--- config.mk ---
export PLATFORM = sky130hd
export DESIGN_NAME = intraloop_sequencer
export DESIGN_NICKNAME = d
export VERILOG_FILES = /design/src/rtl/intraloop_sequencer.sv
export SDC_FILE = /design/constraint.sdc
export NUM_CORES = 1
export LEC_CHECK = 0
export ABC_AREA = 0
export BUFFER_PORTS_ARGS = -buffer_cell sky130_fd_sc_hd__buf_2
export CORE_ASPECT_RATIO = 0.7
export CORE_MARGIN = 2
export CORE_UTILIZATION = 57
export DETAILED_ROUTE_END_ITERATION = 10
export PLACE_DENSITY = 0.82
export SLEW_MARGIN = 20
export SYNTH_ARGS = -nofsm -noshare
export SYNTH_HDL_FRONTEND = slang
export SYNTH_SLANG_ARGS = --single-unit
--- constraint.sdc ---
create_clock -name clk -period 3.1 [get_ports clk]
set_input_delay 0.31 -clock clk [delete_from_list [all_inputs] [get_ports clk]]
set_output_delay 0.31 -clock clk [all_outputs]
set_load 0.03 [all_outputs]
--- src/rtl/intraloop_sequencer.sv ---
// Frame-level intra-loop sequencer: walks every luma 4x4 / chroma 8x8 block, launches a one-hot
// stage token per block and waits for reconstructor write-back before launching the next one.
module intraloop_sequencer #(
    parameter int N_STAGES      = 12,
    parameter int MB_W          = 32,
    parameter int LUMA_BLOCKS   = 57600,
    parameter int CHROMA_BLOCKS = 14400,
    parameter int FB_TIMEOUT    = 1024
) (
    input  logic                clk,
    input  logic                reset,
    input  logic                start,
    input  logic                stall,
    input  logic                fb_luma4x4,
    input  logic                fb_chromab8x8,
    input  logic                fb_chromar8x8,
    output logic [N_STAGES-1:0] enabler,
    output logic [MB_W-1:0]     mbnumber_luma4x4,
    output logic [MB_W-1:0]     mbnumber_chromab8x8,
    output logic [MB_W-1:0]     mbnumber_chromar8x8,
    output logic                chroma_active,
    output logic                busy,
    output logic                done,
    output logic                err_timeout
);

    if (CHROMA_BLOCKS > LUMA_BLOCKS) begin : g_bad_chroma
        $error("CHROMA_BLOCKS must not exceed LUMA_BLOCKS");
    end
    if (FB_TIMEOUT < 1) begin : g_bad_timeout
        $error("FB_TIMEOUT must be at least 1");
    end

    localparam int TW = $clog2(FB_TIMEOUT + 1);
    localparam logic [MB_W-1:0]     LUMA_LIM   = MB_W'(LUMA_BLOCKS);
    localparam logic [MB_W-1:0]     CHROMA_LIM = MB_W'(CHROMA_BLOCKS);
    localparam logic [TW-1:0]       TMO_LIM    = TW'(FB_TIMEOUT);
    localparam logic [N_STAGES-1:0] TOKEN0     = N_STAGES'(1);
    localparam logic                HAS_CHROMA = (CHROMA_BLOCKS > 0);

    typedef enum logic [1:0] {
        IDLE,
        RUN,
        WAIT_FB
    } state_t;

    state_t              state_q, state_d;
    logic [N_STAGES-1:0] enabler_q, enabler_d;
    logic [MB_W-1:0]     luma_q, luma_d;
    logic [MB_W-1:0]     chroma_q, chroma_d;
    logic                cact_q, cact_d;
    logic                done_q, done_d;
    logic                err_q, err_d;
    logic                flagL_q, flagL_d;
    logic                flagB_q, flagB_d;
    logic                flagR_q, flagR_d;
    logic [TW-1:0]       tmo_q, tmo_d;

    logic            haveL, haveB, haveR, blockDone;
    logic [MB_W-1:0] lumaNext, chromaNext;

    // A required feedback counts if it was captured earlier or arrives this very cycle.
    assign haveL     = flagL_q | fb_luma4x4;
    assign haveB     = flagB_q | fb_chromab8x8;
    assign haveR     = flagR_q | fb_chromar8x8;
    assign blockDone = haveL & (~cact_q | (haveB & haveR));

    always_comb begin
        state_d    = state_q;
        enabler_d  = enabler_q;
        luma_d     = luma_q;
        chroma_d   = chroma_q;
        cact_d     = cact_q;
        done_d     = 1'b0;
        err_d      = err_q;
        flagL_d    = flagL_q;
        flagB_d    = flagB_q;
        flagR_d    = flagR_q;
        tmo_d      = tmo_q;
        lumaNext   = luma_q + MB_W'(1);
        chromaNext = cact_q ? chroma_q + MB_W'(1) : chroma_q;

        unique case (state_q)
            IDLE: begin
                if (start) begin
                    state_d   = RUN;
                    enabler_d = TOKEN0;
                    luma_d    = '0;
                    chroma_d  = '0;
                    cact_d    = HAS_CHROMA;
                    err_d     = 1'b0;
                    flagL_d   = 1'b0;
                    flagB_d   = 1'b0;
                    flagR_d   = 1'b0;
                    tmo_d     = '0;
                end
            end
            RUN: begin
                flagL_d = haveL;
                flagB_d = haveB;
                flagR_d = haveR;
                if (!stall) begin
                    if (enabler_q[N_STAGES-1]) begin
                        enabler_d = '0;
                        state_d   = WAIT_FB;
                    end else begin
                        enabler_d = enabler_q << 1;
                    end
                end
            end
            WAIT_FB: begin
                if (blockDone) begin
                    luma_d   = lumaNext;
                    chroma_d = chromaNext;
                    cact_d   = (chromaNext < CHROMA_LIM);
                    flagL_d  = 1'b0;
                    flagB_d  = 1'b0;
                    flagR_d  = 1'b0;
                    tmo_d    = '0;
                    if (lumaNext < LUMA_LIM) begin
                        state_d   = RUN;
                        enabler_d = TOKEN0;
                    end else begin
                        state_d = IDLE;
                        done_d  = 1'b1;
                    end
                end else begin
                    flagL_d = haveL;
                    flagB_d = haveB;
                    flagR_d = haveR;
                    tmo_d   = tmo_q + TW'(1);
                    if (tmo_q + TW'(1) == TMO_LIM) begin
                        // Abandon the frame; indices stay on the block that never completed.
                        state_d = IDLE;
                        err_d   = 1'b1;
                        done_d  = 1'b1;
                        tmo_d   = '0;
                    end
                end
            end
            default: state_d = IDLE;
        endcase
    end

    always_ff @(posedge clk or negedge reset) begin
        if (!reset) begin
            state_q   <= IDLE;
            enabler_q <= '0;
            luma_q    <= '0;
            chroma_q  <= '0;
            cact_q    <= 1'b0;
            done_q    <= 1'b0;
            err_q     <= 1'b0;
            flagL_q   <= 1'b0;
            flagB_q   <= 1'b0;
            flagR_q   <= 1'b0;
            tmo_q     <= '0;
        end else begin
            state_q   <= state_d;
            enabler_q <= enabler_d;
            luma_q    <= luma_d;
            chroma_q  <= chroma_d;
            cact_q    <= cact_d;
            done_q    <= done_d;
            err_q     <= err_d;
            flagL_q   <= flagL_d;
            flagB_q   <= flagB_d;
            flagR_q   <= flagR_d;
            tmo_q     <= tmo_d;
        end
    end

    assign enabler             = enabler_q;
    assign mbnumber_luma4x4    = luma_q;
    assign mbnumber_chromab8x8 = chroma_q;
    assign mbnumber_chromar8x8 = chroma_q;
    assign chroma_active       = cact_q;
    assign busy                = (state_q != IDLE);
    assign done                = done_q;
    assign err_timeout         = err_q;

endmodule
==> results of run 1 <==
[synthesized netlist by cell type (all sizes together) (4+ instances only)]
cell and count:
o22ai 10, nor4 16, nor3 36, or2 4, o21ai 70, nand2b 4, nand3b 4, dfrtp 95
ha 7, a21oi 39, xnor2 7, nand4 20, nand2 95, or3 10, inv 22, a22o 20
and3 14, and2 7, xor2 11, o31ai 16, o41ai 6, clkbuf 32, a31oi 9, buf 44
o211ai 5, and4 5, a21o 8, or4 6, mux2i 7, nand3 46, nor2 50
[layer usage]
layer / up-vias / GRT usage [%]
met3: 37 / 5.89
li1: 2965 / -
met4: 0 / 9.86
met5: - / 0
met2: 361 / 45.2
met1: 3152 / 45.0
[power by group through the flow]
stage | logic, mW | clock network, mW | registers [mW]
floorplan | 1.29 | 0 | 1.78
global placement | 1.88 | 0 | 1.63
detailed placement | 1.93 | 0 | 1.64
CTS | 1.94 | 1.17 | 1.62
global route | 2.18 | 1.21 | 1.66
finish | 2.00 | 1.16 | 1.63
[critical path: cells and delay by family (launching register included)]
family                     cells  cell delay (ns)
AOI/OAI and AO/OA              4             1.49
and+or+nand+nor                3             0.95
DFF                            1             0.42
adders and majority gates      1             0.24
[kinds of logic (layout without fill, tap and decap cells)]
logic type	Yosys count	after routing	share of synthesized area, %
mux	7	7	1.12
buf+inv	99	186	8.27
flops	95	95	37.9
compound gates	216	216	22.5
xor+xnor	18	18	2.51
fa+ha+maj	7	7	1.40
simple gates	324	325	26.4
[through the flow]
stage	cell area, sq um	worst slack [ns]	utilization (%)	hold WS, ns	total power, mW
final	7220	-0.132	66.3	-0.00209	4.80
after global routing	7220	-0.138	66.3	0.0658	5.05
after CTS	7160	0.0538	65.8	0.0389	4.73
after detailed placement	6850	-0.0309	62.9	0.402	3.57
after global placement	6850	0.0680	62.9	0.396	3.51
after floorplan	6280	0.144	-	0.0144	3.07
[what timing repair did]
action	4_1_cts	5_1_grt
pin swaps	0	6
gates resized for setup	2	7
setup buffers	0	2
setup endpoints to repair	11	17
hold buffers	0	0
gates cloned	0	1
[worst max-delay path by stage]
stage,endpoint,start
floorplan,enabler[10]$_DFFE_PN0P_,mbnumber_luma4x4[0]$_DFFE_PN0P_
global placement,enabler[9]$_DFFE_PN0P_,mbnumber_luma4x4[1]$_DFFE_PN0P_
detailed placement,enabler[10]$_DFFE_PN0P_,mbnumber_luma4x4[1]$_DFFE_PN0P_
CTS,enabler[10]$_DFFE_PN0P_,mbnumber_luma4x4[1]$_DFFE_PN0P_
global route,enabler[10]$_DFFE_PN0P_,mbnumber_luma4x4[1]$_DFFE_PN0P_
finish,enabler[10]$_DFFE_PN0P_,mbnumber_luma4x4[1]$_DFFE_PN0P_
[final cells by class]
cell class                      instances  area, sq um  area share [%]
Timing Repair Buffer                  147          823            11.4
Tap cell                              153          191            2.65
Sequential cell                        95         2380            32.9
Clock inverter                          5         56.3           0.780
Clock buffer                           11          253            3.50
Inverter                               23         86.3            1.20
Multi-Input combinational cell        573         3430            47.6
[sequential cells by signal (all words and copies together) (netlist names)]
name                 count
flagR_q                  1
mbnumber_luma4x4        32
chroma_active            1
state_q                  2
flagL_q                  1
done                     1
mbnumber_chromab8x8     32
flagB_q                  1
err_timeout              1
enabler                 12
tmo_q                   11
==> impl_metrics.py, run 1 <==
metrics = {
    "global_routing": {
        "grt_pass1_wl_um": 29000,
        "grt_pass1_vias": 5736,
        "grt_usage_pct": 30.5,
        "grt_max_degree": 51,
        "antenna_found_initial": 0,
        "grt_overflow_total": 0,
    },
    "worst_setup_path": {
        "max_stage_delay_ns": 0.59,
        "arrival_ns": 3.47,
        "r2r_end": "enabler[10]$_DFFE_PN0P_",
        "r2r_slack_ns": -0.13,
        "rr_worst_depth": 8,
        "r2r-start": "mbnumber_luma4x4[1]$_DFFE_PN0P_",
        "end_kind": "flip-flop",
        "crit_slowest_cell": "or4_4",
        "path_max_fanout": 11,
        "cp_cell_sequence": "ha_2 > nand4_1 > or4_4 > o41ai_1 > o2111ai_1 > o21ai_4 > nand3_4 > a22o_2",
        "critical_path_required_ns": 3.33,
        "critPathKind": "reg2reg",
        "startpoint_type": "flip-flop",
    },
    "synth": {
        "yosysTopAreaCell": "dfrtp_1",
        "synth_top_area_share_pct": 37.9,
        "syn_area_per_cell_sq_um": 8.19,
        "synth-edff-count": 0,
        "yosys_warnings": 0,
        "synth-seq-cells": 95,
        "ys_seq_area_share_pct": 37.9,
        "synthesis.nets": 780,
        "synth_area_leaders": "dfrtp_1 (38%), nand2_1 (5.7%), o21ai_0 (5.3%)",
        "ys_async_sr_fraction_pct": 100,
        "postSynthCellCount": 766,
        "ys.flop_type": "dfrtp_1",
        "netlist_area_sq_mm": 0.00628,
        "synth.distinct_cells": 69,
    },
    "sta": {
        "layout_setup_ws_ns": -0.132,
        "fmaxAchievable_ghz": 0.309,
        "timing.final.crit_period_ns": 3.23,
        "relSlewSlack_pct": 49.8,
        "tightest_slew_ns": 0.750,
        "fin_tns_setup_ns": -1.28,
        "setup_viol_count_final": 12,
        "fin_skew_ns": 0.00736,
        "period_share_pct": 104,
        "drv_slew": 0,
        "hold_viol": 1,
        "holdWs_ns": -0.00209,
    },
    "placed_design": {
        "io_buffers": 118,
        "routabilityCongestion": 0.979,
        "place_inst": 988,
        "detailed_place_hpwl_um": 12700,
    },
    "floorplan": {
        "num_io_pins": 119,
        "die_x_um": 129,
        "row_count": 32,
        "die_h_um": 91.8,
        "dieArea_sq_mm": 0.0119,
        "coreArea_sq_mm": 0.0109,
        "start_util_pct": 57.6,
    },
    "final_layout": {
        "antenna_cells": 0,
        "layout_commonest_cell": "buf_2",
        "nets": 863,
        "drive_gt1_share_pct": 23.1,
        "instances_no_fill": 1007,
        "fillCellCount": 935,
        "layout_common_cells": "buf_2 (117), dfrtp_1 (95), nand2_1 (94)",
        "syn2layout_area_growth_pct": 15.0,
    },
    "detailed_routing": {
        "vias": 6515,
        "ant_nets": 0,
        "dr_wl_met2_um": 8360,
        "drc_errors": 0,
        "routed_wl_um": 18400,
        "wl_met3_um": 1640,
        "first_pass_iters": 6,
        "m1WireLength_um": 8040,
        "wl_per_cell_um": 18.2,
        "top_layer": "met4",
        "vias_per_cell": 6.47,
        "drt_iter0_markers": 638,
    },
    "power_and_ir_drop": {
        "p_sw_share_pct": 45.2,
        "cellPowerDensity_mw_per_mm2": 664,
        "irDropWorstVdd_mv": 0.411,
        "intPower_mw": 2.63,
        "p_leak_nw": 3.30,
        "pwr-share-seq_pct": 34.0,
        "clock_power_share_pct": 24.2,
        "pwr-share-comb_pct": 41.7,
        "p_sw_mw": 2.17,
    },
    "clocking": {
        "h-tree-depth": 3,
        "root_buffer": "clkbuf_16",
        "cts_tree": "yes",
        "cts_sinks": 95,
        "numCtsBuffers": 9,
        "clkTransAtPathRegs_ns": 0.07,
        "cts_buffer_depth": 2,
        "insertion_delay_ns": 0.35,
    },
    "min_path": {
        "min-delay-path-class": "in2async",
    },
    "job": {
        "maxCapViolCount": 0,
    },
    "status": {
        "status": "finished, violations left",
        "violations": "negative hold slack, negative setup slack",
    },
}
Note: power is estimated with default switching activity, not from simulation.
==> inputs of run 2 (changes only) <==
--- a/config.mk
+++ b/config.mk
@@ -6,12 +6,12 @@
 export NUM_CORES = 1
 export LEC_CHECK = 0
 export ABC_AREA = 0
-export BUFFER_PORTS_ARGS = -buffer_cell sky130_fd_sc_hd__buf_2
+export BUFFER_PORTS_ARGS = -buffer_cell sky130_fd_sc_hd__clkbuf_2
 export CORE_ASPECT_RATIO = 0.7
 export CORE_MARGIN = 2
-export CORE_UTILIZATION = 57
+export CORE_UTILIZATION = 45
 export DETAILED_ROUTE_END_ITERATION = 10
-export PLACE_DENSITY = 0.82
+export PLACE_DENSITY = 0.67
 export SLEW_MARGIN = 20
 export SYNTH_ARGS = -nofsm -noshare
 export SYNTH_HDL_FRONTEND = slang
==> run 2 against run 1 <==
  * The run now ends clean
  * Non-clock buffer count rose by 5
  * Global-route usage is 6.0 points lower
  * Count of clock-buffer cells in the layout fell by 1
  * Flip-flop and latch count unchanged
  * Core utilization fell by 13 points
  * Cell area grew 0.99%
  * Register-to-register slack better by 0.33 ns
  * Final cell count grew 4.0%
  * Routed wire length increased by 0.29%
  * Critical path type unchanged
==> impl_metrics.py, run 2 (synthesized netlist as in run 1, its figures left out) <==
metrics = {
    "status": {
        "status": "complete, no violations",
    },
    "final_layout": {
        "layout_common_cells": "clkbuf_2 (117), nand2_1 (94), dfrtp_1 (93)",
        "drive_gt1_share_pct": 23.7,
        "nets": 867,
        "syn2layout_area_growth_pct": 16.2,
        "layout_commonest_cell": "clkbuf_2",
        "fin_util_pct": 52.9,
        "antenna_cells": 0,
    },
    "worst_setup_path": {
        "rr_worst_depth": 9,
        "crit_slowest_cell": "dfrtp_1",
        "cp_cell_sequence": "nand4_1 > buf_4 > nor4_1 > a41oi_1 > a311oi_1 > o2111ai_1 > o21ai_4 > and4_4 > a22o_2",
        "path_max_fanout": 11,
        "r2r_slack_ns": 0.20,
        "arrival_ns": 3.20,
        "end_kind": "flip-flop",
        "critPathKind": "reg2reg",
        "critical_path_required_ns": 3.39,
        "r2r_end": "enabler[8]$_DFFE_PN0P_",
        "crit_family": "compound AO/OA/AOI/OAI gates",
        "crit_cells": 9,
        "critPathBufInv": 1,
        "startpoint_type": "flip-flop",
        "max_stage_delay_ns": 0.43,
        "r2r-start": "mbnumber_luma4x4[4]$_DFFE_PN0P_",
    },
    "floorplan": {
        "num_io_pins": 119,
        "die_h_um": 103,
        "dieArea_sq_mm": 0.0149,
        "coreArea_sq_mm": 0.0138,
        "die_x_um": 145,
        "row_count": 36,
        "start_util_pct": 45.5,
    },
    "detailed_routing": {
        "drc_errors": 0,
        "wl_per_cell_um": 17.6,
        "ant_nets": 0,
        "routed_wl_um": 18400,
        "vias": 6222,
        "drt_iter0_markers": 598,
        "vias_per_cell": 5.94,
        "first_pass_iters": 5,
    },
    "clocking": {
        "cts_sinks": 95,
        "root_buffer": "clkbuf_16",
        "clkTransAtPathRegs_ns": 0.07,
        "h-tree-depth": 3,
        "numCtsBuffers": 9,
        "cts_buffer_depth": 2,
        "cts_tree": "yes",
        "insertion_delay_ns": 0.35,
        "hold_buffers": 0,
    },
    "placed_design": {
        "io_buffers": 118,
        "detailed_place_hpwl_um": 12800,
        "routabilityCongestion": 0.931,
    },
    "global_routing": {
        "grt_usage_pct": 24.5,
        "grt_overflow_total": 0,
        "grt_max_degree": 96,
        "grt_pass1_wl_um": 29400,
        "grt_pass1_vias": 5533,
        "antenna_found_initial": 0,
    },
    "sta": {
        "fin_skew_ns": 0.0103,
        "timing.final.crit_period_ns": 2.90,
        "fmaxAchievable_ghz": 0.344,
        "rsz0062_at_grt": "false",
        "drv_slew": 0,
        "period_share_pct": 93.7,
        "hold_viol": 0,
        "setup_viol_count_final": 0,
        "tightest_slew_ns": 0.685,
        "relSlewSlack_pct": 54.0,
    },
    "power_and_ir_drop": {
        "power.total_mw": 4.79,
        "irDropWorstVdd_mv": 0.374,
        "cellPowerDensity_mw_per_mm2": 656,
        "p_leak_nw": 3.22,
    },
    "job": {
        "maxCapViolCount": 0,
    },
    "min_path": {
        "min-delay-path-class": "in2async",
    },
}
-- run 2: changes by cell type in the layout (fill, tap and decap cells not counted), moves of 2 or more --
| cell | before | now |
|---|---|---|
| buf_2 | 117 | 0 |
| clkbuf_2 | 0 | 117 |
| buf_4 | 29 | 34 |
| dfrtp_1 | 95 | 93 |
| dfrtp_2 | 0 | 2 |
-- run 2: timing repair --
item,CTS,global route
resized for setup,2,10
buffers inserted,0,0
pin swaps,0,3
setup endpoints to repair,11,16
-- run 2: worst max path at each step --
stage                                    start                 endpoint
6_report       mbnumber_luma4x4[4]$_DFFE_PN0P_   enabler[8]$_DFFE_PN0P_
5_1_grt        mbnumber_luma4x4[4]$_DFFE_PN0P_   enabler[8]$_DFFE_PN0P_
4_1_cts        mbnumber_luma4x4[0]$_DFFE_PN0P_   enabler[8]$_DFFE_PN0P_
3_5_place_dp   mbnumber_luma4x4[0]$_DFFE_PN0P_   enabler[8]$_DFFE_PN0P_
3_3_place_gp   mbnumber_luma4x4[0]$_DFFE_PN0P_   enabler[2]$_DFFE_PN0P_
2_1_floorplan  mbnumber_luma4x4[0]$_DFFE_PN0P_  enabler[10]$_DFFE_PN0P_
-- run 2: area by class of cell --
cell class / instances / area, sq um
Inverter: 23 / 86.3
Sequential cell: 95 / 2380
Multi-Input combinational cell: 572 / 3430
Fill cell: 1305 / 6490
Clock buffer: 10 / 239
Tap cell: 190 / 238
Clock inverter: 5 / 58.8
Timing Repair Buffer: 152 / 861
-- run 2: per-stage QoR --
step                instances  instance area [sq um]  setup slack [ns]  hold slack, ns  setup TNS, ns
CTS                      1047                   7250            0.0687          0.0374              0
detailed placement       1032                   6950           -0.0350           0.409         -0.266
global placement         1032                   6950             0.114           0.407              0
finish                   1047                   7290             0.196          0.0143              0
floorplan                 766                   6280             0.144          0.0144              0
global route             1047                   7290          0.000608          0.0655              0
-- run 2: routing by layer --
layer	vias up	part of all wire, %	global-route usage, %	wire length (um)
li1	2966	-	-	-
met1	2966	48	36.2	8800
met2	258	43	36.3	7960
met3	32	7.2	4.91	1330
met4	0	1.8	7.77	337
met5	-	0	0	0
-- run 2: power by group --
part | leakage, nW | internal [mW] | total (mW) | switching [mW]
clock network | 0.141 | 0.643 | 1.13 | 0.491
logic | 1.77 | 0.586 | 2.02 | 1.43
registers | 1.31 | 1.39 | 1.63 | 0.244
==> inputs of run 3 (changes only) <==
--- a/config.mk
+++ b/config.mk
@@ -7,11 +7,10 @@
 export LEC_CHECK = 0
 export ABC_AREA = 0
 export BUFFER_PORTS_ARGS = -buffer_cell sky130_fd_sc_hd__clkbuf_2
-export CORE_ASPECT_RATIO = 0.7
 export CORE_MARGIN = 2
-export CORE_UTILIZATION = 45
+export CORE_UTILIZATION = 57
 export DETAILED_ROUTE_END_ITERATION = 10
-export PLACE_DENSITY = 0.67
+export PLACE_DENSITY = 0.82
 export SLEW_MARGIN = 20
 export SYNTH_ARGS = -nofsm -noshare
 export SYNTH_HDL_FRONTEND = slang
==> run 3 against run 2 <==
  * The flow now finishes with violations (negative hold slack)
  * Maximum frequency decreased by 2.3%
  * Non-clock buffer count rose by 4
  * Sequential power about the same
  * Largest power group unchanged
==> impl_metrics.py, run 3 (synthesized netlist as in run 1, its figures left out) <==
metrics = {
    "power_and_ir_drop": {
        "p_leak_nw": 3.19,
        "cellPowerDensity_mw_per_mm2": 632,
        "irDropWorstVdd_mv": 0.492,
    },
    "global_routing": {
        "antenna_found_initial": 0,
        "grt_usage_pct": 29.6,
        "grt_pass1_vias": 5750,
        "grt_max_degree": 59,
        "grt_overflow_total": 0,
        "grt_pass1_wl_um": 27800,
    },
    "final_layout": {
        "fin_area_sq_mm": 0.00715,
        "layout_common_cells": "clkbuf_2 (117), nand2_1 (94), dfrtp_1 (94)",
        "nets": 872,
        "antenna_cells": 0,
        "fin_util_pct": 66.3,
        "drive_gt1_share_pct": 23.9,
        "syn2layout_area_growth_pct": 14.0,
        "layout_commonest_cell": "clkbuf_2",
        "instances_no_fill": 1003,
    },
    "worst_setup_path": {
        "arrival_ns": 3.24,
        "startpoint_type": "flip-flop",
        "end_kind": "flip-flop",
        "r2r_slack_ns": 0.13,
        "critPathKind": "reg2reg",
        "worstSetupEndpoint": "state_q[1]$_DFFE_PN0P_",
        "critical_path_required_ns": 3.37,
        "rr_worst_depth": 9,
        "path_max_fanout": 7,
        "r2r_end": "state_q[1]$_DFFE_PN0P_",
        "startpoint": "tmo_q[0]$_DFFE_PN0P_",
        "r2r-start": "tmo_q[0]$_DFFE_PN0P_",
    },
    "detailed_routing": {
        "routed_wl_um": 17500,
        "drc_errors": 0,
        "ant_nets": 0,
        "vias": 6328,
        "drt_iter0_markers": 679,
        "wl_per_cell_um": 17.5,
        "vias_per_cell": 6.31,
        "first_pass_iters": 5,
    },
    "sta": {
        "rsz0062_at_grt": "false",
        "tightest_slew_ns": 0.739,
        "timing.final.crit_period_ns": 2.97,
        "drv_slew": 0,
        "fin_skew_ns": 0.0131,
        "period_share_pct": 95.8,
        "hold_viol": 31,
        "setup_viol_count_final": 0,
        "holdWs_ns": -0.0320,
        "relSlewSlack_pct": 50.8,
        "fmaxAchievable_ghz": 0.337,
    },
    "clocking": {
        "cts_sinks": 95,
        "cts_tree": "yes",
        "insertion_delay_ns": 0.39,
        "numCtsBuffers": 9,
        "root_buffer": "clkbuf_8",
        "cts_buffer_depth": 2,
        "h-tree-depth": 3,
        "clkTransAtPathRegs_ns": 0.09,
        "hold_buffers": 0,
    },
    "placed_design": {
        "routabilityCongestion": 0.960,
        "io_buffers": 118,
        "placed_area_sq_mm": 0.00686,
        "place_inst": 981,
        "detailed_place_hpwl_um": 12300,
    },
    "floorplan": {
        "dieArea_sq_mm": 0.0119,
        "coreArea_sq_mm": 0.0108,
        "row_count": 38,
        "die_h_um": 109,
        "num_io_pins": 119,
        "die_x_um": 109,
        "start_util_pct": 58.2,
    },
    "status": {
        "violations": "negative hold slack",
        "status": "finished, violations left",
    },
    "min_path": {
        "min-delay-path-class": "in2async",
    },
    "job": {
        "maxCapViolCount": 0,
    },
}
## run 3: layout make-up
| cell class | instances | area, sq um |
|---|---|---|
| inverters | 23 | 86.3 |
| repair buffers | 156 | 878 |
| well taps | 140 | 175 |
| clock inverters | 5 | 56.3 |
| clock buffers | 11 | 141 |
| multi-input cells | 573 | 3440 |
| fillers | 861 | 3640 |
| flip-flops and latches | 95 | 2380 |
## run 3: routing by layer
metal | GRT usage (%) | part of all wire, %
met2 | 45.6 | 48
met4 | 13.9 | 2.3
met5 | 0 | 0
met3 | 3.77 | 6.0
met1 | 41.4 | 44
## run 3: worst min path at each step
| stage | start | to | slack, ns |
|---|---|---|---|
| after detailed placement | reset | mbnumber_chromab8x8[28]$_DFFE_PN0P_ | 0.43 |
| after global placement | reset | mbnumber_chromab8x8[26]$_DFFE_PN0P_ | 0.41 |
| after floorplan | reset | chroma_active$_DFFE_PN0P_ | 0.01 |
| after global routing | reset | mbnumber_chromab8x8[30]$_DFFE_PN0P_ | 0.03 |
| after CTS | reset | mbnumber_chromab8x8[28]$_DFFE_PN0P_ | 0.002 |
| final | reset | mbnumber_chromab8x8[30]$_DFFE_PN0P_ | -0.03 |
## run 3: stage by stage
| stage | setup TNS (ns) | power [mW] | setup slack (ns) |
|---|---|---|---|
| 2_1_floorplan | 0 | 3.07 | 0.144 |
| 3_3_place_gp | 0 | 3.52 | 0.110 |
| 3_5_place_dp | -0.601 | 3.60 | -0.0707 |
| 4_1_cts | 0 | 4.46 | 0.0137 |
| 5_1_grt | 0 | 4.79 | 0.00909 |
| 6_report | 0 | 4.52 | 0.129 |
## run 3: what timing repair did
| action | CTS | global route |
|---|---|---|
| buffers inserted | 0 | 5 |
| resized for setup | 2 | 8 |
| cloned | 0 | 1 |
| setup endpoints to repair | 11 | 12 |
| pin swaps | 0 | 5 |
## run 3: report_power, final
part           switching, mW  internal, mW  total (mW)
registers              0.258          1.39        1.64
logic                   1.42         0.600        2.02
clock network          0.468         0.396       0.864
## run 3: critical path: stages, from the launching register on
cell      delay [ns]
dfrtp_1         0.40
ha_1            0.24
nand2_1         0.17
nor4_1          0.60
o211ai_1        0.18
a211o_1         0.38
nand2b_1        0.29
a221o_1         0.42
nand2_1         0.09
o21ai_0         0.07
